## src/rtl/result_display_driver.sv

```systemverilog
// result_display_driver
// Displays the arithmetic unit's 8-bit unsigned result, its status flag and
// its operation code on a 4-digit common-anode seven-segment display.
// A sequential double-dabble engine converts the result to BCD. The three
// decimal digits and the op-code digit are time-multiplexed.
//
// Ports:
//   clk     - system clock, rising edge
//   reset_n - asynchronous active-low reset
//   value   - unsigned result to display
//   flag    - status bit; shown on led and on the op-code decimal point
//   select  - operation code 0..3, shown as a digit
//   an      - digit enables, active-low (0 ones, 1 tens, 2 hundreds, 3 op code)
//   seg     - segments {g,f,e,d,c,b,a}, active-low
//   dp      - decimal point, active-low
//   led     - displayed flag, active-high
//   busy    - high while a conversion is in progress
module result_display_driver #(
    parameter int unsigned SCAN_DIV      = 50000,
    parameter bit          BLANK_LEADING = 1'b1
) (
    input  logic       clk,
    input  logic       reset_n,
    input  logic [7:0] value,
    input  logic       flag,
    input  logic [1:0] select,
    output logic [3:0] an,
    output logic [6:0] seg,
    output logic       dp,
    output logic       led,
    output logic       busy
);

    typedef enum logic [1:0] {
        ST_IDLE   = 2'd0,
        ST_CONV   = 2'd1,
        ST_UPDATE = 2'd2
    } state_t;

    localparam logic [19:0] PRESC_MAX = 20'(SCAN_DIV - 1);
    localparam logic [6:0]  SEG_BLANK = 7'b1111111;

    // Double-dabble correction for one BCD nibble
    function automatic logic [3:0] add3(input logic [3:0] nib);
        if (nib >= 4'd5) begin
            add3 = nib + 4'd3;
        end else begin
            add3 = nib;
        end
    endfunction

    // One engine step: correct every nibble, then shift the whole register left.
    // The 2-bit hundreds field never reaches 5, so its correction is the identity.
    function automatic logic [17:0] dabble_step(input logic [17:0] sr);
        logic [17:0] adj;
        adj = {sr[17:16], add3(sr[15:12]), add3(sr[11:8]), sr[7:0]};
        dabble_step = {adj[16:0], 1'b0};
    endfunction

    // Active-low glyph for a decimal digit; anything else is blank
    function automatic logic [6:0] glyph(input logic [3:0] d);
        case (d)
            4'd0:    glyph = 7'b1000000;
            4'd1:    glyph = 7'b1111001;
            4'd2:    glyph = 7'b0100100;
            4'd3:    glyph = 7'b0110000;
            4'd4:    glyph = 7'b0011001;
            4'd5:    glyph = 7'b0010010;
            4'd6:    glyph = 7'b0000010;
            4'd7:    glyph = 7'b1111000;
            4'd8:    glyph = 7'b0000000;
            4'd9:    glyph = 7'b0010000;
            default: glyph = SEG_BLANK;
        endcase
    endfunction

    state_t      state_r, state_next_s;
    logic        change_s, capture_s, step_s, commit_s;
    logic [7:0]  snap_value_r;
    logic [1:0]  snap_select_r;
    logic        snap_flag_r, snap_valid_r;
    logic [17:0] shift_r;
    logic [2:0]  cnt_r;
    logic [1:0]  disp_hund_r;
    logic [3:0]  disp_tens_r, disp_ones_r;
    logic [1:0]  disp_select_r;
    logic        disp_flag_r;
    logic        busy_r;
    logic [19:0] presc_r;
    logic [1:0]  digit_r;
    logic [3:0]  an_s, an_r;
    logic [6:0]  seg_s, seg_r;
    logic        dp_s, dp_r;

    assign change_s = (snap_valid_r == 1'b0) || (value != snap_value_r) ||
                      (select != snap_select_r) || (flag != snap_flag_r);

    // FSM state register
    always_ff @(posedge clk or negedge reset_n) begin
        if (!reset_n) begin
            state_r <= ST_IDLE;
        end else begin
            state_r <= state_next_s;
        end
    end

    // FSM next-state logic
    always_comb begin
        state_next_s = state_r;
        case (state_r)
            ST_IDLE: begin
                if (change_s) begin
                    state_next_s = ST_CONV;
                end else begin
                    state_next_s = ST_IDLE;
                end
            end
            ST_CONV: begin
                if (cnt_r == 3'd7) begin
                    state_next_s = ST_UPDATE;
                end else begin
                    state_next_s = ST_CONV;
                end
            end
            ST_UPDATE: state_next_s = ST_IDLE;
            default:   state_next_s = ST_IDLE;
        endcase
    end

    // FSM output strobes for the datapath
    always_comb begin
        capture_s = 1'b0;
        step_s    = 1'b0;
        commit_s  = 1'b0;
        case (state_r)
            ST_IDLE:   capture_s = change_s;
            ST_CONV:   step_s    = 1'b1;
            ST_UPDATE: commit_s  = 1'b1;
            default: begin
                capture_s = 1'b0;
                step_s    = 1'b0;
                commit_s  = 1'b0;
            end
        endcase
    end

    // Input snapshot and conversion engine
    always_ff @(posedge clk or negedge reset_n) begin
        if (!reset_n) begin
            snap_value_r  <= 8'd0;
            snap_select_r <= 2'd0;
            snap_flag_r   <= 1'b0;
            snap_valid_r  <= 1'b0;
            shift_r       <= 18'd0;
            cnt_r         <= 3'd0;
        end else if (capture_s) begin
            snap_value_r  <= value;
            snap_select_r <= select;
            snap_flag_r   <= flag;
            shift_r       <= {10'd0, value};
            cnt_r         <= 3'd0;
        end else if (step_s) begin
            shift_r <= dabble_step(shift_r);
            cnt_r   <= cnt_r + 3'd1;
        end else if (commit_s) begin
            snap_valid_r <= 1'b1;
        end else begin
            cnt_r <= cnt_r;
        end
    end

    // Display registers: BCD, select and flag change together, never partially
    always_ff @(posedge clk or negedge reset_n) begin
        if (!reset_n) begin
            disp_hund_r   <= 2'd0;
            disp_tens_r   <= 4'd0;
            disp_ones_r   <= 4'd0;
            disp_select_r <= 2'd0;
            disp_flag_r   <= 1'b0;
        end else if (commit_s) begin
            disp_hund_r   <= shift_r[17:16];
            disp_tens_r   <= shift_r[15:12];
            disp_ones_r   <= shift_r[11:8];
            disp_select_r <= snap_select_r;
            disp_flag_r   <= snap_flag_r;
        end else begin
            disp_flag_r <= disp_flag_r;
        end
    end

    // busy follows the state being entered, so it is high exactly in CONV/UPDATE
    always_ff @(posedge clk or negedge reset_n) begin
        if (!reset_n) begin
            busy_r <= 1'b0;
        end else begin
            busy_r <= (state_next_s != ST_IDLE);
        end
    end

    // Scan prescaler and digit index
    always_ff @(posedge clk or negedge reset_n) begin
        if (!reset_n) begin
            presc_r <= 20'd0;
            digit_r <= 2'd0;
        end else if (presc_r >= PRESC_MAX) begin
            presc_r <= 20'd0;
            digit_r <= digit_r + 2'd1;
        end else begin
            presc_r <= presc_r + 20'd1;
        end
    end

    // Content of the currently selected digit
    always_comb begin
        an_s  = 4'b1111;
        seg_s = SEG_BLANK;
        dp_s  = 1'b1;
        case (digit_r)
            2'd0: begin
                an_s  = 4'b1110;
                seg_s = glyph(disp_ones_r);
            end
            2'd1: begin
                an_s = 4'b1101;
                if (BLANK_LEADING && (disp_hund_r == 2'd0) && (disp_tens_r == 4'd0)) begin
                    seg_s = SEG_BLANK;
                end else begin
                    seg_s = glyph(disp_tens_r);
                end
            end
            2'd2: begin
                an_s = 4'b1011;
                if (BLANK_LEADING && (disp_hund_r == 2'd0)) begin
                    seg_s = SEG_BLANK;
                end else begin
                    seg_s = glyph({2'b00, disp_hund_r});
                end
            end
            2'd3: begin
                an_s  = 4'b0111;
                seg_s = glyph({2'b00, disp_select_r});
                dp_s  = ~disp_flag_r;
            end
            default: begin
                an_s  = 4'b1111;
                seg_s = SEG_BLANK;
                dp_s  = 1'b1;
            end
        endcase
    end

    // Registered display drive
    always_ff @(posedge clk or negedge reset_n) begin
        if (!reset_n) begin
            an_r  <= 4'b1111;
            seg_r <= SEG_BLANK;
            dp_r  <= 1'b1;
        end else begin
            an_r  <= an_s;
            seg_r <= seg_s;
            dp_r  <= dp_s;
        end
    end

    assign an   = an_r;
    assign seg  = seg_r;
    assign dp   = dp_r;
    assign led  = disp_flag_r;
    assign busy = busy_r;

endmodule

```

## config.mk

```make
export PLATFORM = sky130hd
export DESIGN_NAME = result_display_driver
export DESIGN_NICKNAME = d
export VERILOG_FILES = /design/src/rtl/result_display_driver.sv
export SDC_FILE = /design/constraint.sdc
export NUM_CORES = 1
export LEC_CHECK = 0
export CAP_MARGIN = 20
export CORE_MARGIN = 10
export CORE_UTILIZATION = 42
export DETAILED_ROUTE_END_ITERATION = 8
export PLACE_DENSITY = 0.68
export SLEW_MARGIN = 25
export SYNTH_ARGS = -nofsm -noshare
export SYNTH_HDL_FRONTEND = slang
export SYNTH_SLANG_ARGS = --single-unit
export TNS_END_PERCENT = 10
```

## constraint.sdc

```tcl
create_clock -name clk -period 2.4 [get_ports clk]
set_clock_uncertainty 0.05 [all_clocks]
set_input_delay 0.24 -clock clk [delete_from_list [all_inputs] [get_ports clk]]
set_output_delay 0.24 -clock clk [all_outputs]
set_load 0.05 [all_outputs]
```

Word level (Yosys, flattened, before mapping)
Memory sizes are Yosys's and may differ from the RTL's.
Index checks and enable logic that the tools add are counted.
{ "classes": {"eq_ne": 15, "addsub": 5, "mux": 20, "n_bitwise": 4, "magnitude_cmp": 3, "n_reduce_logical": 12} }
{ "op_table": {"columns": ["operator", "count"], "rows": [
  ["7-bit case mux with 4 select lines", 2],
  ["18-bit 2-to-1 mux", 2],
  ["7-bit case mux with 3 select lines", 1],
  ["20-bit by 1-bit adder with 20-bit output (second input constant)", 1],
  ["20-bit by 16-bit >= comparator with 1-bit output (second input constant)", 1],
  ["20-bit 2-to-1 mux", 1],
  ["4-bit case mux with 4 select lines", 1],
  ["2-bit == test (second input constant)", 7],
  ["7-bit 2-to-1 mux", 2],
  ["4-bit by 2-bit adder with 4-bit output (second input constant)", 2],
  ["2-bit by 1-bit == test with 1-bit output (second input constant)", 4],
  ["4-bit by 3-bit >= comparator with 1-bit output (second input constant)", 2],
  ["2-bit zero test", 4],
  ["4-bit 2-to-1 mux", 2],
  ["8-bit inequality test", 1],
  ["3-bit 2-to-1 mux", 2],
  ["1-bit 2-to-1 mux", 5],
  ["4-bit zero test", 1],
  ["1-bit inverter", 4],
  ["2-bit case mux with 2 select lines", 1],
  ["2-bit nonzero test", 2],
  ["3-bit by 1-bit adder with 3-bit output (second input constant)", 1],
  ["3-bit == test (second input constant)", 1],
  ["1-bit logical OR", 3],
  ["other kinds (6)", 6]
]} }
{ "totals": {"ff_bits": 83, "wordCells": 79, "in_bits": 13, "mem_count": 2, "rom_bits": 224, "out_inout_bits": 14} }
{ "mem_list": {"columns": ["name", "words", "width", "read_ports", "rd_ports_with_merged_regs", "wr", "line", "source"], "rows": [
  ["(name not given)", 16, 7, 1, 0, 0, "62", "case (d)"],
  ["(name not given)", 16, 7, 1, 0, 0, "62", null]
]} }

Depth between registers and ports, before layout
Gate-level depths: netlist of run 1.
{ "logic_depth": {"ltp_word": 7, "ltp_mapped": 8} }

Worst setup path after synthesis of run 1
Ideal clock, no wire load.
{ "synth_timing": {"path_kind": "register -> register", "startpoint": "register presc_r[0]", "endpoint": "register digit_r[1]", "period_less_slack_ns": 1.841, "path_buffers": 1, "path_stages_with_launch": 8, "required_time_ns": 2.225, "arrival_time_ns": 1.665, "slack_ns": 0.559, "setup_ns": 0.125, "cell_sequence": "dfrtp_1 ha_1 and3_4 nor3_1 o211ai_1 a31o_1 buf_6 mux2_4"} }
{ "synth_via": {"elab_chain_len": 1} }
{ "synth_rtl": {"columns": ["element", "line", "source"], "rows": [
  ["start, declared", "89", "logic [19:0] presc_r;"],
  ["start signal, assigned", "209", "presc_r <= presc_r + 20'd1;"],
  ["20-bit by 16-bit >= comparator with 1-bit output", "205", "end else if (presc_r >= PRESC_MAX) begin"],
  ["end signal, assigned", "207", "digit_r <= digit_r + 2'd1;"],
  ["end, declared", "90", "logic [1:0] digit_r;"]
]} }
No other way between the ends.
A chain may end at the register's enable or synchronous reset.

Final worst setup path of run 1
{ "layout_timing": {"startpoint": "register an_r[3], in the netlist an[3]", "endpoint": "output an[3]"} }
{ "layout_lines": {"columns": ["element", "line", "source"], "rows": [
  ["start, declared", "91", "logic [3:0] an_s, an_r;"],
  ["start signal, assigned", "259", "an_r <= an_s;"],
  ["end, declared", "27", "output logic [3:0] an,"]
]} }
No word-level cell between the ends.

==> flow_summary.yaml, run 1 <==
die:
  ios: 27
  die_h_um: 119
  rows: 36
  chipWidth_um: 119
  start_util: 0.429
  fp.dieArea_um2: 14300
  core_area_um2: 9680
yosys:
  synth.top_cell.area_share: 0.428
  synth_area_leaders: "dfrtp_1 (43%), dfstp_2 (7.6%), ha_1 (7.2%), nand2_1 (5.5%), xnor2_1 (5.1%)"
  async_flop_share: 1.00
  syn_area_um2: 4150
  yosysUniqueCellTypes: 51
  synth_flop_cell: "dfrtp_1"
  yosysWarnings: 0
  synth_edf_count: 0
  syn_avg_cell_area_um2: 10.4
  ys_seq_elements: 83
  synthCells: 400
  ys_seq_area_frac: 0.504
  synth_top_area_cell: "dfrtp_1"
worst_hold_path:
  hp-class: "in -> async"
route:
  avgViaCountPerCell: 5.17
  dr.pass1.iters: 5
  num_vias: 2949
  routed_wl_um: 7710
  antenna_left: 0
  wl_per_cell_um: 13.5
  drtIter0Drc: 140
  post-route-drc-count: 0
power_and_ir_drop:
  p_switching_mw: 2.49
  leakagePower_nw: 2.03
  powerDensity_nw_per_um2: 1260
  swShare: 0.417
  p_comb_frac: 0.442
  clkPwrFrac: 0.153
  peakVddDrop_uv: 535
  p_seq_frac: 0.405
  intPower_mw: 3.48
placement:
  port_buffers: 26
  gp_congestion: 0.778
  hpwl_um: 5620
final_layout:
  syn2layout_area_growth_pct: 14.3
  num_antenna_cells: 0
  seqCellArea_um2: 2090
  multi_input_area_um2: 1910
  final_common_cell: "dfrtp_1"
  fill_cells: 896
  post-route-util: 0.490
  mostFrequentLayoutCells: "dfrtp_1 (71), nand2_1 (61), nor2_1 (30), clkdlybuf4s50_1 (25)"
  layout.nets: 469
  drive_gt1_frac: 0.112
timing:
  rsz0062_at_grt: "false"
  fin_setup_tns_ns: 0
  max_clock_freq_ghz: 0.511
  finalCritPeriodShare: 0.816
  tightest_slew_ns: 0.666
  slew_viol_final: 0
  slew_headroom: 0.552
  hold_viol: 0
  fin_crit_ns: 1.96
  setup_viol: 0
clock_network:
  cts_buffers: 9
  clk_latency_ns: 0.35
  cts.sinks: 83
  clk_pin_slew_ns: 0.09
  cts_buffer_depth: 2
  cts_tree: "yes"
  ctsHoldBuffers: 1
  root_buffer: "clkbuf_8"
  ctsResizeCount: 0
  cts_setup_buffers: 0
  h-tree-depth: 3
setup_path:
  path_cells: "clkdlybuf4s50_1"
  crit_buf_inv: 1
  cp_data_arrival_time_ns: 1.67
  path_class: "reg -> out"
  max_stage_delay_ns: 0.79
  crit_family: "buffers and inverters"
  end_kind: "output pin"
  crit_path_max_fanout: 1
  critical_path_required_ns: 2.11
  slowest_stage: "clkdlybuf4s50_1"
  start_kind: "flip-flop"
global_routing:
  antenna_found_initial: 0
  grt_max_degree: 46
  grt_pass1_wl_um: 13600
  grt_pass1_vias: 2921
  grt_overflow: 0
  gr-usage-all-layers: 0.113
run:
  max_cap_viol_count: 0
outcome:
  status: "complete, no violations"
==> cell usage after synthesis (all sizes together) (3+ instances only) <==
cell type  count
dfrtp         71
nand2         61
nor2          31
ha            24
o21ai         24
xnor2         24
inv           19
a22o          13
dfstp         12
mux2           9
mux2i          9
clkbuf         8
a21oi          7
buf            7
nand3          7
nor3           7
xor2           7
a221o          6
nand2b         5
nor2b          5
a22oi          4
and3           4
nand4          4
a32oi          3
nand3b         3
o211ai         3
o22ai          3
==> power by group through the flow <==
stage	Clock (mW)	Sequential, mW	Combinational, mW
2_1_floorplan	0	2.68	1.69
3_3_place_gp	0	2.42	2.56
3_5_place_dp	0	2.44	2.66
4_1_cts	0.943	2.42	2.67
5_1_grt	0.999	2.50	2.94
6_report	0.912	2.42	2.64
==> final timing paths <==
path                                           start                    endpoint  slack (ns)  depth (start not counted)
min in group clk                                flag     snap_flag_r$_DFFE_PN0N_        0.42                          3
worst min register to register  presc_r[0]$_DFF_PN0_        presc_r[0]$_DFF_PN0_        0.45                          1
worst min-delay path                         reset_n      digit_r[0]$_DFFE_PN0N_        0.34                          2
worst max-delay path                 an[3]$_DFF_PN1_                       an[3]        0.44                          1
worst max register to register  presc_r[0]$_DFF_PN0_        presc_r[8]$_DFF_PN0_        0.48                          7
max in group asynchronous                    reset_n  disp_hund_r[0]$_DFFE_PN0N_        1.35                          3
==> routing by layer <==
metal,track usage,part of all wire
met3,0.0255,0.042
met5,0,0
met4,0.0551,0.024
met2,0.178,0.46
met1,0.144,0.48
==> registers in the layout (all words and copies together) (netlist names), 3 cells and up <==
register / flops
an: 4
cnt_r: 3
disp_ones_r: 4
disp_tens_r: 4
presc_r: 20
seg: 7
shift_r: 18
snap_value_r: 8
==> logic make-up (layout without fill, tap and decap cells) <==
kind of cell,after synthesis,count (layout),share of synthesized area
AO/OA/AOI/OAI,72,72,0.121
XOR/XNOR,31,31,0.0654
adder cells (fa/ha/maj),24,24,0.0723
buffers and inverters,35,69,0.0392
flip-flops,83,83,0.504
multiplexers,18,18,0.0470
other,1,4,0.000903
AND/OR/NAND/NOR,136,136,0.151
==> cell type report <==
type                            count  area share
Tap cell                          133      0.0351
Multi-Input combinational cell    285       0.402
Sequential cell                    83       0.441
Clock buffer                       10      0.0269
Clock inverter                      6      0.0103
Timing Repair Buffer               33      0.0686
Inverter                           20      0.0158
==> per-stage QoR <==
stage / setup slack (ns) / cells / cell area, um2 / hold slack [ns] / power (mW)
floorplan: 0.559 / 403 / 4160 / -0.106 / 4.37
global placement: 0.364 / 553 / 4560 / 0.186 / 4.99
detailed placement: 0.353 / 553 / 4560 / 0.192 / 5.10
CTS: 0.415 / 570 / 4740 / 0.337 / 6.03
global route: 0.278 / 570 / 4740 / 0.363 / 6.44
finish: 0.442 / 570 / 4740 / 0.343 / 5.97
Power figures use the tool's default switching activity.
==> run 2: changes to the inputs <==
PLACE_DENSITY = 0.7   (was 0.68)
clock period = 1.6 ns   (was 2.4 ns; I/O delays follow)
==> flow_summary.yaml, run 2 (synthesis results as in run 1) <==
final_layout:
  seqCellArea_um2: 2090
  post-route-util: 0.537
  multi_input_area_um2: 1980
  num_antenna_cells: 0
  syn2layout_area_growth_pct: 25.2
  drive_gt1_frac: 0.234
  layout.nets: 502
  mostFrequentLayoutCells: "dfrtp_1 (71), nand2_1 (61), buf_4 (36), nor2_1 (28), o21ai_0 (24)"
  largestRegisters: "presc_r (20), shift_r (18), snap_value_r (8)"
  largest_reg_flops: 20
  final_common_cell: "dfrtp_1"
  fill_cells: 846
  regMostFlops: "presc_r"
outcome:
  status: "finished with violations"
  failed_checks: "setup timing"
die:
  ios: 27
  fp.dieArea_um2: 14300
  rows: 36
  chipWidth_um: 119
  core_area_um2: 9680
  start_util: 0.429
  die_h_um: 119
power_and_ir_drop:
  peakVddDrop_uv: 834
  clkPwrFrac: 0.143
  leakagePower_nw: 2.30
  p_comb_frac: 0.489
  powerDensity_nw_per_um2: 1910
  intPower_mw: 5.91
  swShare: 0.406
  p_seq_frac: 0.368
  p_total_mw: 9.95
  p_switching_mw: 4.05
setup_path:
  crit_path_max_fanout: 4
  reg2regPathDepth: 6
  crit_buf_inv: 0
  r2r_slack_ns: -0.13
  path_class: "reg -> reg"
  rr_startpoint: "presc_r[1]$_DFF_PN0_"
  crit_path_end: "digit_r[1]$_DFFE_PN0N_"
  critical_path_required_ns: 1.79
  max_stage_delay_ns: 0.39
  startpoint: "presc_r[1]$_DFF_PN0_"
  path_cells: "ha_2, and3_4, nor3_2, o211ai_1, a31o_2, mux2_4"
  crit_family: "flip-flops"
  slowest_stage: "dfrtp_1"
  rr_endpoint: "digit_r[1]$_DFFE_PN0N_"
  end_kind: "flip-flop"
  cp_data_arrival_time_ns: 1.92
  start_kind: "flip-flop"
  path_depth: 6
route:
  post-route-drc-count: 0
  drtIter0Drc: 179
  top_layer: "met4"
  dr.pass1.iters: 4
  met2RoutedLength_um: 3920
  wl_met1_um: 3860
  avgViaCountPerCell: 5.13
  wl_met3_um: 367
  antenna_left: 0
  num_vias: 3092
  routed_wl_um: 8310
  wl_per_cell_um: 13.8
timing:
  setup_viol: 16
  max_clock_freq_ghz: 0.578
  finalCritPeriodShare: 1.08
  hold_ws_ns: 0.209
  fin_crit_ns: 1.73
  hold_viol: 0
  rsz0062_at_grt: "true"
  finalWorstSetupSlack_ns: -0.130
  slew_viol_final: 0
global_routing:
  grt_pass1_wl_um: 14000
  grt_max_degree: 35
  antenna_found_initial: 0
  gr-usage-all-layers: 0.117
  grt_overflow: 0
  grt_pass1_vias: 3027
placement:
  gp_congestion: 0.800
  port_buffers: 26
  hpwl_um: 6000
clock_network:
  cts.sinks: 83
  cts_tree: "yes"
  clk_pin_slew_ns: 0.10
  cts_buffers: 9
  cts_buffer_depth: 2
  root_buffer: "clkbuf_8"
  clk_latency_ns: 0.36
  h-tree-depth: 3
worst_hold_path:
  hp-class: "in -> async"
run:
  max_cap_viol_count: 0
-- run 2: metrics by stage --
step | setup slack (ns) | TNS, ns | cells | instance area [um2]
floorplan | -0.110 | -0.110 | 403 | 4170
global placement | -0.343 | -6.97 | 582 | 4910
detailed placement | -0.378 | -8.13 | 582 | 4910
CTS | -0.126 | -0.942 | 600 | 5130
global route | -0.213 | -3.10 | 603 | 5200
finish | -0.130 | -0.659 | 603 | 5200
-- run 2: metal layers --
layer,GRT usage,up-vias
li1,-,1501
met1,0.144,1491
met2,0.193,82
met3,0.0312,18
met4,0.0392,0
met5,0,-
-- run 2: what timing repair did --
| item | in CTS | in global routing |
|---|---|---|
| resized for setup | 4 | 12 |
| hold buffers | 1 | 0 |
| pin swaps | 5 | 5 |
| buffers inserted | 0 | 2 |
| hold endpoints to repair | 29 | 0 |
| gates cloned | 1 | 1 |
| setup endpoints to repair | 42 | 45 |
-- run 2: how the worst min path moves through the flow --
stage,endpoint,slack [ns],start,cells past startpoint
6_report,presc_r[11]$_DFF_PN0_,0.21,reset_n,2
5_1_grt,presc_r[9]$_DFF_PN0_,0.22,reset_n,2
4_1_cts,presc_r[9]$_DFF_PN0_,0.21,reset_n,2
3_5_place_dp,presc_r[11]$_DFF_PN0_,0.07,reset_n,1
3_3_place_gp,presc_r[9]$_DFF_PN0_,0.06,reset_n,1
2_1_floorplan,busy$_DFF_PN0_,-0.19,reset_n,0
-- run 2: worst register-to-register path: cells and delay by family (launching register included) --
kind / cells / cell delay [ns]
AO/OA/AOI/OAI: 2 / 0.38
adder cells (fa/ha/maj): 1 / 0.19
flip-flops: 1 / 0.39
multiplexers: 1 / 0.31
AND/OR/NAND/NOR: 2 / 0.30
-- run 2: cell type report --
class                           count  area share
Inverter                           20      0.0144
Clock inverter                      7      0.0118
Multi-Input combinational cell    286       0.381
Timing Repair Buffer               65       0.134
Tap cell                          133      0.0320
Clock buffer                        9      0.0238
Sequential cell                    83       0.402
-- run 2: power groups by stage --
| stage | logic, mW | registers (mW) | clock network, mW |
|---|---|---|---|
| after global routing | 5.35 | 3.78 | 1.55 |
| after detailed placement | 4.76 | 3.67 | 0 |
| after floorplan | 2.53 | 4.02 | 0 |
| final | 4.87 | 3.67 | 1.42 |
| after CTS | 4.80 | 3.65 | 1.46 |
| after global placement | 4.59 | 3.63 | 0 |
==> run 3: changes to the inputs <==
--- a/config.mk
+++ b/config.mk
@@ -11,3 +11,3 @@
 export DETAILED_ROUTE_END_ITERATION = 8
-export PLACE_DENSITY = 0.7
+export PLACE_DENSITY = 0.68
 export SLEW_MARGIN = 25
==> constraint.sdc (replaced) <==
create_clock -name clk -period 1.9 [get_ports clk]
set_clock_uncertainty 0.05 [all_clocks]
set_input_delay 0.38 -clock clk [delete_from_list [all_inputs] [get_ports clk]]
set_output_delay 0.38 -clock clk [all_outputs]
set_load 0.05 [all_outputs]
==> flow_summary.yaml, run 3 (synthesis results as in run 1) <==
placement:
  port_buffers: 26
  dpl.cell_count: 561
  gp_congestion: 0.779
  hpwl_um: 5600
clock_network:
  h-tree-depth: 3
  cts_tree: "yes"
  clk_latency_ns: 0.35
  cts_buffer_depth: 2
  root_buffer: "clkbuf_8"
  cts_setup_buffers: 0
  clk_pin_slew_ns: 0.09
  cts.sinks: 83
  cts_buffers: 9
run:
  max_cap_viol_count: 0
timing:
  finalCritPeriodShare: 0.955
  fin_crit_ns: 1.82
  hold_ws_ns: 0.420
  slew_viol_final: 0
  setup_viol: 0
  hold_viol: 0
  max_clock_freq_ghz: 0.551
  rsz0062_at_grt: "false"
setup_path:
  r2r_slack_ns: 0.08
  rr_endpoint: "digit_r[1]$_DFFE_PN0N_"
  rr_startpoint: "presc_r[1]$_DFF_PN0_"
  startpoint: "presc_r[1]$_DFF_PN0_"
  crit_path_max_fanout: 4
  path_class: "reg -> reg"
  crit_path_end: "digit_r[1]$_DFFE_PN0N_"
  critical_path_required_ns: 2.09
  end_kind: "flip-flop"
  start_kind: "flip-flop"
  reg2regPathDepth: 6
  cp_data_arrival_time_ns: 2.01
global_routing:
  grt_overflow: 0
  grtUsageMet3: 0.0316
  busiest_layer: "met2"
  met1_usage: 0.144
  gr-usage-met2: 0.183
  gr-usage-all-layers: 0.114
  grt_pass1_wl_um: 13700
  grt_max_degree: 59
  antenna_found_initial: 0
  grt_pass1_vias: 2980
final_layout:
  syn2layout_area_growth_pct: 17.3
  drive_gt1_frac: 0.162
  fin_cells: 578
  num_antenna_cells: 0
  largest_reg_flops: 20
  layout.nets: 477
  mostFrequentLayoutCells: "dfrtp_1 (71), nand2_1 (61), nor2_1 (30), buf_4 (28)"
  post-route-util: 0.503
  largestRegisters: "presc_r (20), shift_r (18), snap_value_r (8)"
  regMostFlops: "presc_r"
  final_common_cell: "dfrtp_1"
  fill_cells: 862
die:
  chipWidth_um: 119
  fp.dieArea_um2: 14300
  rows: 36
  die_h_um: 119
  core_area_um2: 9680
  start_util: 0.429
  ios: 27
power_and_ir_drop:
  powerDensity_nw_per_um2: 1650
  peakVddDrop_uv: 783
  leakagePower_nw: 2.13
  p_total_mw: 8.05
outcome:
  status: "complete, no violations"
worst_hold_path:
  hp-class: "in -> async"
route:
  routed_wl_um: 7680
  dr.pass1.iters: 4
  avgViaCountPerCell: 4.99
  post-route-drc-count: 0
  wl_per_cell_um: 13.3
  antenna_left: 0
  num_vias: 2887
  drtIter0Drc: 137
==> run 3: cell count changes in the layout (fill, tap and decap cells not counted), sizes merged <==
cell and change:
a21o -1, clkinvlp -2, clkbuf +1, bufinv +4, inv -3, buf -24
==> run 3: critical path, cell delays in order (launching register included) <==
cell and delay, ns:
dfrtp_1 0.41, ha_1 0.22, and3_4 0.20, nor3_1 0.17, o211ai_1 0.13, a31o_1 0.24
mux2_4 0.30
==> run 3: report_power, final <==
group | total [mW] | switching (mW) | internal [mW]
clock network | 1.64 | 0.633 | 1.01
logic | 3.36 | 1.91 | 1.44
registers | 3.05 | 0.580 | 2.47
==> run 3: timing repair <==
action	4_1_cts	5_1_grt
hold buffers	1	0
endpoints found under the hold margin	13	0
gates resized for setup	0	2
setup endpoints to repair	0	18
==> run 3: area by class of cell <==
cell class | count | area (um2) | area share
clock inverters | 6 | 138 | 0.0283
clock buffers | 10 | 128 | 0.0262
well taps | 133 | 166 | 0.0342
inverters | 20 | 75.1 | 0.0154
flip-flops and latches | 83 | 2090 | 0.430
repair buffers | 41 | 350 | 0.0719
multi-input cells | 285 | 1920 | 0.394
==> run 3: per-stage QoR <==
stage | TNS, ns | cell area [um2] | worst slack, ns
final | 0 | 4870 | 0.0846
after global routing | 0 | 4870 | 0.0208
after CTS | 0 | 4860 | 0.0245
after detailed placement | -6.21 | 4580 | -0.336
after global placement | -5.09 | 4580 | -0.270
after floorplan | 0 | 4160 | 0.0594
==> run 3: worst min-delay path by stage <==
stage / endpoint / slack (ns)
CTS: digit_r[0]$_DFFE_PN0N_ / 0.41
finish: presc_r[14]$_DFF_PN0_ / 0.42
global route: presc_r[14]$_DFF_PN0_ / 0.43
global placement: digit_r[0]$_DFFE_PN0N_ / 0.26
detailed placement: digit_r[0]$_DFFE_PN0N_ / 0.26
floorplan: busy$_DFF_PN0_ / 0.03
==> run 3: metal layers <==
| layer | part of all wire | vias up |
|---|---|---|
| met5 | 0 | - |
| li1 | - | 1444 |
| met1 | 0.49 | 1393 |
| met4 | 0.0095 | 0 |
| met3 | 0.037 | 5 |
| met2 | 0.46 | 45 |
